[config.mk]
export PLATFORM = sky130hd
export DESIGN_NAME = oam_dma_arbiter
export DESIGN_NICKNAME = d
export VERILOG_FILES = /design/src/rtl/gb_mem_pkg.sv /design/src/rtl/mem_region_decode.sv /design/src/rtl/oam_dma_arbiter.sv
export SDC_FILE = /design/constraint.sdc
export NUM_CORES = 1
export LEC_CHECK = 0
export BUFFER_PORTS_ARGS = -buffer_cell sky130_fd_sc_hd__clkbuf_2
export CELL_PAD_IN_SITES_DETAIL_PLACEMENT = 1
export CELL_PAD_IN_SITES_GLOBAL_PLACEMENT = 1
export CORE_MARGIN = 2
export CORE_UTILIZATION = 35
export DETAILED_ROUTE_END_ITERATION = 7
export GPL_TIMING_DRIVEN = 0
export PLACE_DENSITY = 0.77
export RECOVER_POWER = 100
export REMOVE_ABC_BUFFERS = 1
export SKIP_CTS_REPAIR_TIMING = 1
export SYNTH_ARGS = -nofsm -noshare
export SYNTH_HDL_FRONTEND = slang
export SYNTH_SLANG_ARGS = --single-unit
[constraint.sdc]
create_clock -name clk -period 2.72 [get_ports clk]
set_input_delay 0.272 -clock clk [delete_from_list [all_inputs] [get_ports clk]]
set_output_delay 0.272 -clock clk [all_outputs]
set_load 0.1 [all_outputs]
[src/rtl/gb_mem_pkg.sv]
// Shared memory-map types and constants for the Game Boy bus blocks.
// Also provides the echo-RAM source mapping used by OAM DMA.
package gb_mem_pkg;

  typedef enum logic [1:0] {IDLE, START, READ, WRITE} dma_state_t;
  typedef enum logic [1:0] {REG_EXT, REG_HRAM, REG_DMA} region_t;

  localparam logic [15:0] DMA_REG_ADDR = 16'hFF46;
  localparam logic [15:0] OAM_BASE     = 16'hFE00;
  localparam logic [15:0] HRAM_LO      = 16'hFF80;
  localparam logic [15:0] HRAM_HI      = 16'hFFFE;

  // Sources at E0xx and above alias work RAM 0x2000 lower.
  function automatic logic [7:0] dma_eff_src(input logic [7:0] src);
    return (src >= 8'hE0) ? (src - 8'h20) : src;
  endfunction

endpackage

[src/rtl/mem_region_decode.sv]
// Combinational CPU address -> region classifier (DMA register, HRAM, external bus).
module mem_region_decode
  import gb_mem_pkg::*;
(
  input  logic [15:0] addr,
  output region_t     region
);

  always_comb begin
    region = REG_EXT;
    if (addr == DMA_REG_ADDR) begin
      region = REG_DMA;
    end else if (addr >= HRAM_LO && addr <= HRAM_HI) begin
      region = REG_HRAM;
    end
  end

endmodule

[src/rtl/oam_dma_arbiter.sv]
// Shared-bus arbiter between the CPU and the OAM DMA engine (FF46).
// Define OAM_DMA_RESTART_EN to let an FF46 write during a transfer restart it.
module oam_dma_arbiter
  import gb_mem_pkg::*;
#(
  parameter int          OAM_LEN       = 160,
  parameter int          START_DELAY   = 1,
  parameter logic [7:0]  LOCKOUT_RDATA = 8'hFF
) (
  input  logic        clk,
  input  logic        rst,
  input  logic [15:0] cpu_addr,
  input  logic [7:0]  cpu_wdata,
  input  logic        cpu_re,
  input  logic        cpu_we,
  output logic [7:0]  cpu_rdata,
  output logic [15:0] mem_addr,
  output logic [7:0]  mem_wdata,
  output logic        mem_re,
  output logic        mem_we,
  input  logic [7:0]  mem_rdata,
  output logic [6:0]  hram_addr,
  output logic [7:0]  hram_wdata,
  output logic        hram_we,
  input  logic [7:0]  hram_rdata,
  output logic        dma_active
);

  localparam logic [7:0] LAST_IDX    = 8'(OAM_LEN - 1);
  localparam dma_state_t FIRST_STATE = (START_DELAY == 0) ? READ : START;

  dma_state_t  state_q, state_d;
  logic [7:0]  src_q, src_d;
  logic [7:0]  idx_q, idx_d;
  logic [7:0]  buf_q, buf_d;
  logic [1:0]  dly_q, dly_d;
  logic        dma_active_q, dma_active_d;
  region_t     region;
  logic        dma_reg_wr;

  mem_region_decode u_decode (
    .addr   (cpu_addr),
    .region (region)
  );

  assign dma_reg_wr = cpu_we && (region == REG_DMA);

  always_comb begin
    state_d = state_q;
    src_d   = src_q;
    idx_d   = idx_q;
    buf_d   = buf_q;
    dly_d   = dly_q;
    case (state_q)
      IDLE: begin
        if (dma_reg_wr) begin
          src_d   = cpu_wdata;
          idx_d   = 8'h00;
          dly_d   = 2'd0;
          state_d = FIRST_STATE;
        end
      end
      START: begin
        if (int'(dly_q) + 1 >= START_DELAY) begin
          state_d = READ;
        end else begin
          dly_d = dly_q + 2'd1;
        end
      end
      READ: begin
        buf_d   = mem_rdata;
        state_d = WRITE;
      end
      WRITE: begin
        if (idx_q == LAST_IDX) begin
          idx_d   = 8'h00;
          state_d = IDLE;
        end else begin
          idx_d   = idx_q + 8'd1;
          state_d = READ;
        end
      end
      default: state_d = IDLE;
    endcase
`ifdef OAM_DMA_RESTART_EN
    if (state_q != IDLE && dma_reg_wr) begin
      src_d   = cpu_wdata;
      idx_d   = 8'h00;
      dly_d   = 2'd0;
      buf_d   = 8'h00;
      state_d = FIRST_STATE;
    end
`endif
    dma_active_d = (state_d != IDLE);
  end

  always_ff @(posedge clk or negedge rst) begin
    if (!rst) begin
      state_q      <= IDLE;
      src_q        <= 8'h00;
      idx_q        <= 8'h00;
      buf_q        <= 8'h00;
      dly_q        <= 2'd0;
      dma_active_q <= 1'b0;
    end else begin
      state_q      <= state_d;
      src_q        <= src_d;
      idx_q        <= idx_d;
      buf_q        <= buf_d;
      dly_q        <= dly_d;
      dma_active_q <= dma_active_d;
    end
  end

  // Bus outputs are forced quiet while reset is held, independent of the clock.
  always_comb begin
    mem_addr  = 16'h0000;
    mem_wdata = 8'h00;
    mem_re    = 1'b0;
    mem_we    = 1'b0;
    if (rst) begin
      case (state_q)
        IDLE: begin
          if (region == REG_EXT) begin
            mem_addr  = cpu_addr;
            mem_wdata = cpu_wdata;
            mem_we    = cpu_we;
            mem_re    = cpu_re && !cpu_we;
          end
        end
        READ: begin
          mem_addr = {dma_eff_src(src_q), idx_q};
          mem_re   = 1'b1;
        end
        WRITE: begin
          mem_addr  = OAM_BASE + {8'h00, idx_q};
          mem_wdata = buf_q;
          mem_we    = 1'b1;
        end
        default: ;
      endcase
    end
  end

  always_comb begin
    case (region)
      REG_HRAM: cpu_rdata = hram_rdata;
      REG_DMA:  cpu_rdata = src_q;
      default:  cpu_rdata = (state_q == IDLE) ? mem_rdata : LOCKOUT_RDATA;
    endcase
  end

  assign hram_addr  = cpu_addr[6:0];
  assign hram_wdata = cpu_wdata;
  assign hram_we    = rst && cpu_we && (region == REG_HRAM);
  assign dma_active = dma_active_q;

endmodule

Word-level counts from Yosys, hierarchy flattened
Cells that the tools add are included.

word-level totals
  register bits = 29
  bits of input ports = 44
  output and inout bits = 51
  logic and storage cells = 65

operators by class
  add/sub/neg operators = 5
  magnitude comparators = 4
  eq/ne operators = 9
  mux-type cells = 27
  reduce and logical (&&, ||, !) cells = 14

operator list
  cell                                                        count
  two-way mux 8 bit                                           6
  one-hot mux 16 bit (3 select lines)                         1
  one-hot mux 8 bit (2 select lines)                          3
  two-way mux 16 bit                                          2
  == test 16 bit (second input constant)                      1
  greater-or-equal comparator 16 bit (second input constant)  1
  <= comparator 16 bit (second input constant)                1
  two-way mux 2 bit                                           6
  adder 10 x 9 -> 11 bit (first input constant)               1
  adder 8 x 1 -> 8 bit (second input constant)                1
  == test 8 bit (second input constant)                       1
  greater-or-equal comparator 8 bit (second input constant)   1
  one-hot mux 2 bit (4 select lines)                          1
  subtractor 8 x 6 -> 8 bit (second input constant)           1
  == test 2 bit (second input constant)                       3
  nonzero test 2 bit                                          3
  logical AND 1 bit                                           5
  two-way mux 1 bit                                           5
  == test 2 x 1 -> 1 bit (second input constant)              2
  logical NOT 2 bit                                           2
  inequality test 2 bit (second input constant)               2
  one-hot mux 1 bit (2 select lines)                          2
  one-hot mux 2 bit (2 select lines)                          1
  AND reduction 2 bit                                         2
  5 further kinds                                             5

Longest topological paths before layout
  depth after elaboration = 9
  gate-level depth with buffers = 7
  depth with buffers taken out = 7

Cells and area by module
From an unflattened synthesis, not the netlist that was laid out.

second synthesis, totals
  cell total of the unflattened synthesis = 250
  area total of the unflattened synthesis = 2167.1 um^2

by module, submodules not included
  module             instances  cells an instance  area each (um^2)  sequential area each (um^2)
  oam_dma_arbiter    1          242                2110.8            725.7
  mem_region_decode  1          8                  56.3              0.0

Least setup slack after synthesis
Ideal clock, no wire load.

  path kind = register to output
  start = reg state_q[0]
  end = out mem_re
  arrival = 4104 ps
  required time = 2448 ps
  slack = -1656 ps
  stages on the path, launching flop included = 6
  buffers on the path = 1
  cells stage by stage = dfrtp_1 inv_1 ha_1 inv_1 clkbuf_1 o41ai_1

on the way
  cells in the longest elaborated chain, start to end = 3
  elaborated cells between the ends (all ways) = 4
  classes of those cells = 1 x eq/ne; 2 x mux; 1 x reduce/logical

RTL lines
  what                                                line                    source
  from (decl)                                         oam_dma_arbiter.sv:32   dma_state_t state_q, state_d;
  from (signal assigned)                              oam_dma_arbiter.sv:106  state_q <= state_d;
  == test 2 bit or logical NOT 2 bit (tied branches)  oam_dma_arbiter.sv:122  case (state_q)
  one-hot mux 1 bit (2 select lines) (*)              oam_dma_arbiter.sv:122
  two-way mux 1 bit (*)                               oam_dma_arbiter.sv:121  if (rst) begin
  to (decl)                                           oam_dma_arbiter.sv:19   output logic mem_re,

Every way passes the cells marked *; elsewhere a longest branch is shown, timed or not.

Worst setup path in the final report
  start = reg state_q[1]
  end = out mem_wdata[0]

on the way
  cells in the longest elaborated chain, start to end = 3
  elaborated cells between the ends (all ways) = 4
  classes of those cells = 1 x eq/ne; 2 x mux; 1 x reduce/logical

RTL lines
  what                                                line                    source
  == test 2 bit or logical NOT 2 bit (tied branches)  oam_dma_arbiter.sv:122
  one-hot mux 8 bit (2 select lines) (*)              oam_dma_arbiter.sv:122
  two-way mux 8 bit (*)                               oam_dma_arbiter.sv:121
  to (decl)                                           oam_dma_arbiter.sv:18   output logic [7:0] mem_wdata,

Marks and branches as above.

==> run_results.csv <==
group,metric,value,unit
detailed_routing,wl_per_cell,19.5,um
synth,syn_inst,232,
clock_network,clockRootBuffer,"clkbuf_8",
floorplan,num_rows,28,
timing,final.setup.tns,0,ns
critical_path,required,2.45,ns
global_route,grt_max_degree,36,
pwr,combPwrFrac,72.4,%
synth,async_reset_ff_share,100,%
clock_network,numCtsBuffers,5,
floorplan,core,0.00596,mm^2
clock_network,clk_pin_slew,0.07,ns
layout,num-nets-final,368,
timing,drv_slew,0,
clock_network,cts_tree,"done",
floorplan,pin_count,95,
detailed_routing,wl,7620,um
synth,avgSynthCellArea,9.30,um^2
detailed_routing,via_count,2234,
timing,maxSlewHeadroom,21.2,%
critical_path,critPathCaptureType,"output pin",
global_route,grt_overflow,0,
layout,final_area,0.00289,mm^2
pwr,clockPowerShare,9.8,%
synth,syn-cell-area,0.00216,mm^2
clock_network,clock_latency,0.29,ns
synth,synth_edf_count,0,
clock_network,htree_num_levels,2,
layout,diodes,0,
clock_network,cts_buffer_depth,2,
pwr,power_density,1320,mW/mm^2
place,port_buffers,94,
global_route,grt_pass1_vias,2208,
place,gp_congestion,0.782,
layout,area_growth,34.1,%
global_route,track_usage,21.0,%
synth,ys_ff_latch,29,
detailed_routing,ant_nets,0,
layout,final_core_util,48.6,%
timing,final-hold-violation-count,0,
timing,setup_viol,0,
layout,num-fill-cells,727,
timing,max_freq,0.368,GHz
status,status,"finished clean",
job,max-cap-violations,0,
timing,worst_slew_pin_slew,1.19,ns
synth,ys.flop_type,"dfrtp_1",
critical_path,critPathMaxFanout,11,
critical_path,cp-start-kind,"flop",
timing,skew,0.00604,ns
timing,period_needed,2.72,ns
pwr,ir_worst_vdd,0.650,mV
synth,synth.distinct_cells,49,
global_route,antenna_found_initial,0,
floorplan,die_area,0.00681,mm^2
detailed_routing,drcViolationCount,0,
detailed_routing,avgViaCountPerCell,5.71,
detailed_routing,first_iter_violations,87,
global_route,grt_pass1_wl,10800,um
clock_network,cts.sinks,29,
floorplan,die_h,82.5,um
critical_path,worst_ep_arrival_time,2.45,ns
pwr,p_leak,1.34,nW
synth,ys_warn_count,0,
detailed_routing,firstDrtPassIters,4,
layout,drive_gt1_share,40.8,%
floorplan,initial_core_util,36.2,%
min_path,hold_path.class,"input pin to asynchronous set/reset pin",
floorplan,dieWidth,82.5,um
pwr,p_int,0.00149,W
synth,seq_area_frac_synth,33.6,%
pwr,pwr-share-seq,17.9,%
place,placed_area,0.00256,mm^2
pwr,swShare,60.8,%
critical_path,critPathKind,"flop to output pin",
place,dp_hpwl,5170,um
timing,timing.final.crit_share,99.9,%
pwr,power.switching,0.00232,W
==> metrics by stage <==
step / setup slack (ns) / instances / total power [W] / hold slack, ns
2_1_floorplan: -1.81 / 204 / 0.00256 / -0.0236
3_3_place_gp: -1.20 / 373 / 0.00306 / 0.421
3_5_place_dp: -0.699 / 373 / 0.00311 / 0.432
4_1_cts: -1.01 / 380 / 0.00350 / 0.116
5_1_grt: -0.0872 / 391 / 0.00398 / 0.138
6_report: 0.00272 / 391 / 0.00381 / 0.0867
==> worst paths after layout <==
path | start | to | slack [ns] | depth (start not counted)
setup / recovery | state_q[1] | mem_wdata[0] | 0.003 | 8
hold / removal | rst | dly_q[1] | 0.09 | 1
setup reg to reg | state_q[1] | idx_q[2] | 0.57 | 8
hold reg to reg | buf_q[1] | buf_q[1] | 0.51 | 1
max in group asynchronous | rst | src_q[1] | 2.11 | 1
min in group clk | mem_rdata[3] | buf_q[3] | 0.25 | 2
==> placed cells by master (no fill, tap or decap), types with 3 or more instances in the layout <==
| cell | count |
|---|---|
| nand2_1 | 12 |
| mux2_2 | 16 |
| o41ai_1 | 4 |
| a31oi_1 | 6 |
| nor2_1 | 17 |
| a21oi_1 | 7 |
| buf_6 | 3 |
| a22oi_1 | 8 |
| clkbuf_1 | 17 |
| a22o_1 | 15 |
| inv_1 | 8 |
| ha_1 | 5 |
| clkbuf_2 | 53 |
| buf_4 | 27 |
| nand4_1 | 3 |
| o21ai_0 | 13 |
| clkbuf_8 | 6 |
| nand3_1 | 6 |
| clkbuf_4 | 4 |
| and3_1 | 6 |
| o2bb2ai_1 | 8 |
| dfrtp_1 | 29 |
==> flip-flops by register name (all words and copies together), names as in the netlist <==
register / flops
buf_q: 8
dly_q: 2
idx_q: 8
src_q: 8
state_q: 2
dma_active: 1
==> critical path, cell delays in order, from the launching register on <==
cell        delay, ns
dfrtp_1          0.47
inv_1            0.22
ha_4             0.26
clkinvlp_4       0.10
buf_4            0.17
nor4b_4          0.27
buf_4            0.21
a22o_1           0.13
clkbuf_4         0.32
==> kinds of logic (layout without fill, tap and decap cells) <==
logic type | Yosys count | after routing | synth area share (%)
buffers and inverters | 37 | 121 | 9.10
flip-flops | 29 | 29 | 33.6
AND/OR/NAND/NOR | 63 | 63 | 16.6
multiplexers | 18 | 18 | 9.28
adder cells (fa/ha/maj) | 8 | 8 | 4.64
AO/OA/AOI/OAI | 77 | 77 | 26.8
==> layout make-up <==
cell class,count,area [um^2],area share [%]
Sequential cell,29,726,25.1
Clock buffer,7,86.3,2.98
Timing Repair Buffer,105,617,21.3
Inverter,9,37.5,1.30
Tap cell,75,93.8,3.24
Multi-Input combinational cell,166,1330,46.1
==> power by group through the flow <==
stage	combinational (W)	sequential [W]	clock (W)
floorplan	0.00187	0.000693	0
global placement	0.00239	0.000666	0
detailed placement	0.00243	0.000674	0
CTS	0.00245	0.000668	0.000383
global route	0.00288	0.000704	0.000401
finish	0.00276	0.000681	0.000372
==> layer usage <==
layer	vias up	routed length, um	GRT usage (%)
met5	-	0	0
met4	0	211	9.51
met3	15	413	2.39
met2	82	3800	35.1
met1	1102	3200	27.2
li1	1035	-	-
==> Yosys cell counts (2+ instances only) <==
library cell / count / share of area [%]
inv_1: 9 / 1.6
o41ai_1: 4 / 1.6
nand4b_1: 2 / 0.81
mux2_2: 16 / 8.3
nand4_1: 3 / 0.87
o2bb2ai_1: 8 / 3.2
dfrtp_1: 29 / 34
nand3_1: 6 / 1.4
nand2b_1: 3 / 0.87
a31oi_1: 6 / 1.7
nor3_1: 2 / 0.46
a21oi_1: 7 / 1.6
clkbuf_1: 11 / 1.9
a22oi_1: 8 / 2.8
ha_1: 8 / 4.6
nor2_1: 18 / 3.1
buf_4: 15 / 5.2
o21ai_0: 13 / 3.0
nand2_1: 12 / 2.1
a21o_1: 2 / 0.70
a31o_2: 2 / 0.81
mux2i_1: 2 / 0.93
a22o_1: 15 / 6.1
and3_1: 6 / 1.7
(Power assumes the default switching activity.)
